==> src/rtl/scram_pkg.sv <==
// Shared constants and types for the self-synchronous scrambler/descrambler.
package scram_pkg;

    // Scrambler direction, selected by the MODE parameter
    localparam int unsigned MODE_SCR = 0;
    localparam int unsigned MODE_DSC = 1;

    // Width of the error counter output
    localparam int unsigned ERR_W = 16;

    // Consecutive nonzero beats in lock that force a return to hunt
    localparam int unsigned LOSS_N = 4;

    // PRBS lock checker states
    typedef enum logic [1:0] {
        StHunt,
        StCheck,
        StLock
    } lock_st_e;

endpackage

==> src/rtl/scram_core.sv <==
// Combinational DW-step unroll of the self-synchronous LFSR.
// History register: bit 0 is the most recent bit (delay 1), bit k-1 is delay k.
// Beats are processed MSB first; each bit sees the history left by the bit before it.
module scram_core
    import scram_pkg::*;
#(
    parameter int unsigned DW   = 62,
    parameter int unsigned PP   = 58,
    parameter logic [PP:0] POLY = 59'h400008000000001,
    parameter int unsigned MODE = MODE_SCR
) (
    input  logic [PP-1:0] st_cur,
    input  logic [DW-1:0] din,
    output logic [DW-1:0] dout,
    output logic [PP-1:0] st_nxt
);

    // Delay-k tap lines up with history bit k-1; POLY bit 0 is the implicit "+1"
    localparam logic [PP-1:0] TAPS = POLY[PP:1];

    logic [PP-1:0] hist;
    logic [DW-1:0] dsh;
    logic          b_in;
    logic          b_out;

    // Serial steps unrolled across the beat, MSB first in time
    always_comb begin
        hist  = st_cur;
        dsh   = din;
        dout  = '0;
        b_in  = 1'b0;
        b_out = 1'b0;
        for (int j = 0; j < int'(DW); j++) begin
            b_in  = dsh[DW-1];
            b_out = b_in ^ (^(hist & TAPS));
            dsh   = dsh << 1;
            dout  = (dout << 1) | DW'(b_out);
            // Scrambler feeds back its output; descrambler feeds back the line bits
            hist  = (hist << 1) | PP'((MODE == MODE_DSC) ? b_in : b_out);
        end
        st_nxt = hist;
    end

endmodule

==> src/rtl/scram_dsc.sv <==
// Self-synchronous scrambler/descrambler with a one-entry output stage.
// Optional PRBS lock/error checker compiled only when SCRAM_LOCK_EN is defined.
module scram_dsc
    import scram_pkg::*;
#(
    parameter int unsigned   DW     = 62,
    parameter int unsigned   PP     = 58,
    parameter logic [PP:0]   POLY   = 59'h400008000000001,
    parameter logic [PP-1:0] SI     = {PP{1'b1}},
    parameter int unsigned   MODE   = MODE_SCR,
    parameter int unsigned   LOCK_N = 16
) (
    input  logic             Ck,
    input  logic             Rs_n,
    input  logic             CE,
    input  logic             Scr_En,
    input  logic             Seed_Ld,
    input  logic             In_Vld,
    output logic             In_Rdy,
    input  logic [DW-1:0]    Dat_i,
    output logic             Out_Vld,
    input  logic             Out_Rdy,
    output logic [DW-1:0]    Dat_o,
    output logic             Lock,
    output logic [ERR_W-1:0] Err_Cnt
);

    logic [PP-1:0] st_q;
    logic [PP-1:0] st_cur;
    logic [PP-1:0] st_nxt;
    logic [DW-1:0] scr_dat;
    logic [DW-1:0] beat_dat;
    logic          in_fire;
    logic          out_fire;

    assign In_Rdy   = !Out_Vld || Out_Rdy;
    assign in_fire  = In_Vld && In_Rdy && CE;
    assign out_fire = Out_Vld && Out_Rdy && CE;

    // A seed load on the same cycle as a transfer scrambles that beat from SI
    assign st_cur   = Seed_Ld ? SI : st_q;
    assign beat_dat = Scr_En ? scr_dat : Dat_i;

    scram_core #(
        .DW   (DW),
        .PP   (PP),
        .POLY (POLY),
        .MODE (MODE)
    ) u_core (
        .st_cur (st_cur),
        .din    (Dat_i),
        .dout   (scr_dat),
        .st_nxt (st_nxt)
    );

    // LFSR history: advances only on scrambled input transfers
    always_ff @(posedge Ck or negedge Rs_n) begin
        if (!Rs_n) begin
            st_q <= SI;
        end else if (CE) begin
            if (in_fire && Scr_En) begin
                st_q <= st_nxt;
            end else if (Seed_Ld) begin
                st_q <= SI;
            end
        end
    end

    // Output stage: load on input transfer, empty on output transfer
    always_ff @(posedge Ck or negedge Rs_n) begin
        if (!Rs_n) begin
            Out_Vld <= 1'b0;
            Dat_o   <= '0;
        end else if (in_fire) begin
            Out_Vld <= 1'b1;
            Dat_o   <= beat_dat;
        end else if (out_fire) begin
            Out_Vld <= 1'b0;
        end
    end

`ifdef SCRAM_LOCK_EN
    localparam int unsigned    GW        = (LOCK_N > 1) ? $clog2(LOCK_N + 1) : 1;
    localparam logic [GW-1:0]  GOOD_LAST = GW'(LOCK_N - 1);
    localparam logic [2:0]     BAD_LAST  = 3'(LOSS_N - 1);

    lock_st_e         lk_q, lk_d;
    logic [GW-1:0]    good_q, good_d;
    logic [2:0]       bad_q, bad_d;
    logic [ERR_W-1:0] err_q, err_d;
    logic [ERR_W:0]   err_sum;
    logic             beat_zero;

    assign beat_zero = (beat_dat == '0);
    assign err_sum   = {1'b0, err_q} + (ERR_W + 1)'($countones(beat_dat));

    // Lock FSM next state and error accumulation, evaluated per output beat
    always_comb begin
        lk_d   = lk_q;
        good_d = good_q;
        bad_d  = bad_q;
        err_d  = err_q;
        if (Seed_Ld) begin
            lk_d   = StHunt;
            good_d = '0;
            bad_d  = '0;
            err_d  = '0;
        end else if (in_fire) begin
            unique case (lk_q)
                StHunt: begin
                    if (beat_zero) begin
                        lk_d   = StCheck;
                        good_d = GW'(1);
                    end
                end
                StCheck: begin
                    if (!beat_zero) begin
                        lk_d   = StHunt;
                        good_d = '0;
                    end else if (good_q >= GOOD_LAST) begin
                        lk_d  = StLock;
                        bad_d = '0;
                    end else begin
                        good_d = good_q + 1'b1;
                    end
                end
                StLock: begin
                    err_d = err_sum[ERR_W] ? '1 : err_sum[ERR_W-1:0];
                    if (beat_zero) begin
                        bad_d = '0;
                    end else if (bad_q == BAD_LAST) begin
                        lk_d   = StHunt;
                        bad_d  = '0;
                        good_d = '0;
                    end else begin
                        bad_d = bad_q + 1'b1;
                    end
                end
                default: begin
                    lk_d = StHunt;
                end
            endcase
        end
    end

    // Lock FSM and counter registers
    always_ff @(posedge Ck or negedge Rs_n) begin
        if (!Rs_n) begin
            lk_q   <= StHunt;
            good_q <= '0;
            bad_q  <= '0;
            err_q  <= '0;
        end else if (CE) begin
            lk_q   <= lk_d;
            good_q <= good_d;
            bad_q  <= bad_d;
            err_q  <= err_d;
        end
    end

    assign Lock    = (lk_q == StLock);
    assign Err_Cnt = err_q;
`else
    assign Lock    = 1'b0;
    assign Err_Cnt = '0;
`endif

endmodule

==> config.mk <==
export PLATFORM = sky130hd
export DESIGN_NAME = scram_dsc
export DESIGN_NICKNAME = d
export VERILOG_FILES = /design/src/rtl/scram_pkg.sv /design/src/rtl/scram_core.sv /design/src/rtl/scram_dsc.sv
export SDC_FILE = /design/constraint.sdc
export NUM_CORES = 1
export LEC_CHECK = 0
export CORE_UTILIZATION = 25
export DETAILED_ROUTE_END_ITERATION = 16
export SYNTH_ARGS = -nofsm -noshare
export SYNTH_HDL_FRONTEND = slang
export SYNTH_SLANG_ARGS = --single-unit
==> constraint.sdc <==
create_clock -name Ck -period 4.7 [get_ports Ck]
set_clock_uncertainty 0.1 [all_clocks]
set_input_delay 0.47 -clock Ck [delete_from_list [all_inputs] [get_ports Ck]]
set_output_delay 0.47 -clock Ck [all_outputs]
set_load 0.05 [all_outputs]
==> flow_summary.toml <==
[cts]
cts_max_level = 4
cts_buffer_depth = 2
cts.repair.resized = 0
insertion_delay_ns = 0.43
clk_pin_slew_ns = 0.06
cts_tree = "yes"
ctsHoldBuffers = 0
cts_buffers = 17
clockRootBuffer = "clkbuf_16"
clock_sink_count = 121
postCtsSetupBuffers = 0

[sta]
finalMaxSlewViolations = 0
setup-violations-final = 0
period_needed_ns = 2.64
finalCritPeriodShare_pct = 56.1
worst_slack_ns = 2.06
final_hold_viol_count = 0
tns_ns = 0
hold_ws_ns = 0.0136
grt_setup_unrepaired = "false"
max_slew_margin_pct = 23.6
fmax_ghz = 0.379
worst_slew_pin_slew_ns = 1.15

[worst_setup_path]
cp.arrival_ns = 2.07
startpoint_type = "input port"
slowest_delay_ns = 0.87
cp_max_fo = 6
crit_required_ns = 4.13
crit_chain = "clkdlybuf4s50_1 -> nand2b_1 -> clkdlybuf4s50_1"
end_kind = "output port"
cp_num_buf_inv = 2
cp_top_family = "buffers and inverters"
crit_type = "input port to output port"
cp_common_cell = "clkdlybuf4s50_1"
worst_path_max_delay_cell = "clkdlybuf4s50_1"

[run_status]
status = "completed"

[cells_and_area]
layout-drive-gt1-share_pct = 13.8
antenna_cells = 0
final_nets = 964
instances_no_fill = 1292
area_growth_syn_to_layout_pct = 30.9

[drt]
vias = 5505
routed_via_density = 4.26
antenna_left = 0
wirelength_um = 20400
first_iter_violations = 279
drtPass1Iterations = 4
avgRoutedWirePerCell_um = 15.8
drc = 0

[synthesis]
ys_ff_latch = 121
synth_warnings = 0
yosysMostFrequentCell = "nand2_1"
async_flop_share_pct = 100
synth_edf_count = 0
synthCells = 778
synth_ff_type = "dfrtp_1"
synth_area_sq_um = 7360
synth.largest_area_cell = "dfrtp_1"
netlist.area_leader.share_pct = 21.4
synth_commonest_cells = "nand2_1 (98), xor2_1 (92), nor2_1 (82)"
synth.avg_cell_area_sq_um = 9.46
synthDistinctLibCells = 29
yosysSeqAreaShare_pct = 42.1
yosys-top-cells-area = "dfrtp_1 (21%), dfstp_2 (21%), xor2_1 (11%)"

[global_routing]
grt_pass1_wl_um = 32600
grt_pass1_vias = 5646
grt_max_degree = 78
grt_usage_pct = 14.1
grt-ovfl-total = 0
antenna_found_initial = 0

[power]
powerDensity_nw_per_um2 = 479
total_power_w = 0.00462
leakage_nw = 3.86
ir_drop_uv = 250

[die]
io_pins = 150
die_area_sq_um = 30100
core-area_sq_um = 28900
rows = 62
fp.dieW_um = 174
initial_utilization_pct = 25.5
die_y_um = 174

[hold_path]
min_path_type = "input port to async pin"

[placement]
dp.final_hpwl_um = 14900
gp_congestion = 0.777
pre_cts_slack_ns = 1.91
numPortBuffers = 132
placed_cells = 1260

[job]
maxCapViolations = 0
[per-stage QoR]
step                      area (sq um)  utilization [%]
final                             9640             33.4
after global routing              9640             33.4
after CTS                         9640             33.4
after detailed placement          8990             31.1
after global placement            8990             31.1
after floorplan                   7420                -
[flip-flops by register name (all words and copies together), names as in the netlist]
signal	flops
st_q	58
Dat_o	62
Out_Vld	1
[power by group]
part | leakage (nW) | switching, W | internal, W
sequential | 1.39 | 0.000174 | 0.00129
combinational | 2.17 | 0.000990 | 0.000703
clock | 0.309 | 0.000512 | 0.000945
[worst reg2reg max path, cell delays in order (launching register included)]
cell      delay (ns)
dfrtp_1         0.40
nand2b_1        0.23
a31oi_1         0.17
nor2b_4         0.63
buf_4           0.37
nor2_1          0.06
a21oi_1         0.14
[layout by cell type (no fill, tap or decap), types with 9 or more instances in the layout]
cell type          n
xnor2_1           75
nand3_1           19
xor2_1            92
nor2_1            82
conb_1            17
a21oi_1           58
clkdlybuf4s50_1  129
dfstp_2           58
xor3_1            19
nand2b_1          16
clkbuf_16         17
buf_4              9
or3_1             19
o21ai_1           73
dfrtp_1           63
nand2_1           98
and2_4            18
[path summary, 6_finish.rpt]
check                      startpoint   endpoint  slack (ns)  cells past startpoint
min in group Ck             Dat_o[16]  Dat_o[16]        0.39                      2
max in group asynchronous        Rs_n  Dat_o[13]        3.39                      2
hold / removal                   Rs_n   Dat_o[6]        0.01                      1
setup / recovery              Out_Rdy     In_Rdy        2.06                      3
setup reg to reg              Out_Vld   st_q[27]        2.52                      6
hold reg to reg             Dat_o[16]  Dat_o[16]        0.39                      2
[layer usage]
layer | part of all wire [%] | track usage [%]
met1 | 47 | 18.9
met2 | 48 | 22.7
met3 | 4.6 | 3.20
met4 | 0.85 | 3.84
met5 | 0 | 0
[kinds of logic (layout without fill, tap and decap cells)]
| kind of cell | Yosys count | count (layout) | synth area share (%) |
|---|---|---|---|
| and+or+nand+nor | 267 | 267 | 16.9 |
| buffers and inverters | 58 | 172 | 4.16 |
| AOI/OAI and AO/OA | 137 | 137 | 9.58 |
| xor gates and xnor gates | 186 | 186 | 26.0 |
| muxes | 8 | 8 | 1.16 |
| DFF | 121 | 121 | 42.1 |
| other | 1 | 17 | 0.0509 |
[cell type report]
| cell class | count | area [sq um] |
|---|---|---|
| clock buffers | 22 | 484 |
| clock inverters | 10 | 165 |
| fillers | 3021 | 19200 |
| multi-input cells | 615 | 4040 |
| flip-flops and latches | 121 | 3100 |
| well taps | 384 | 480 |
| repair buffers | 140 | 1370 |
(Power assumes the default switching activity.)
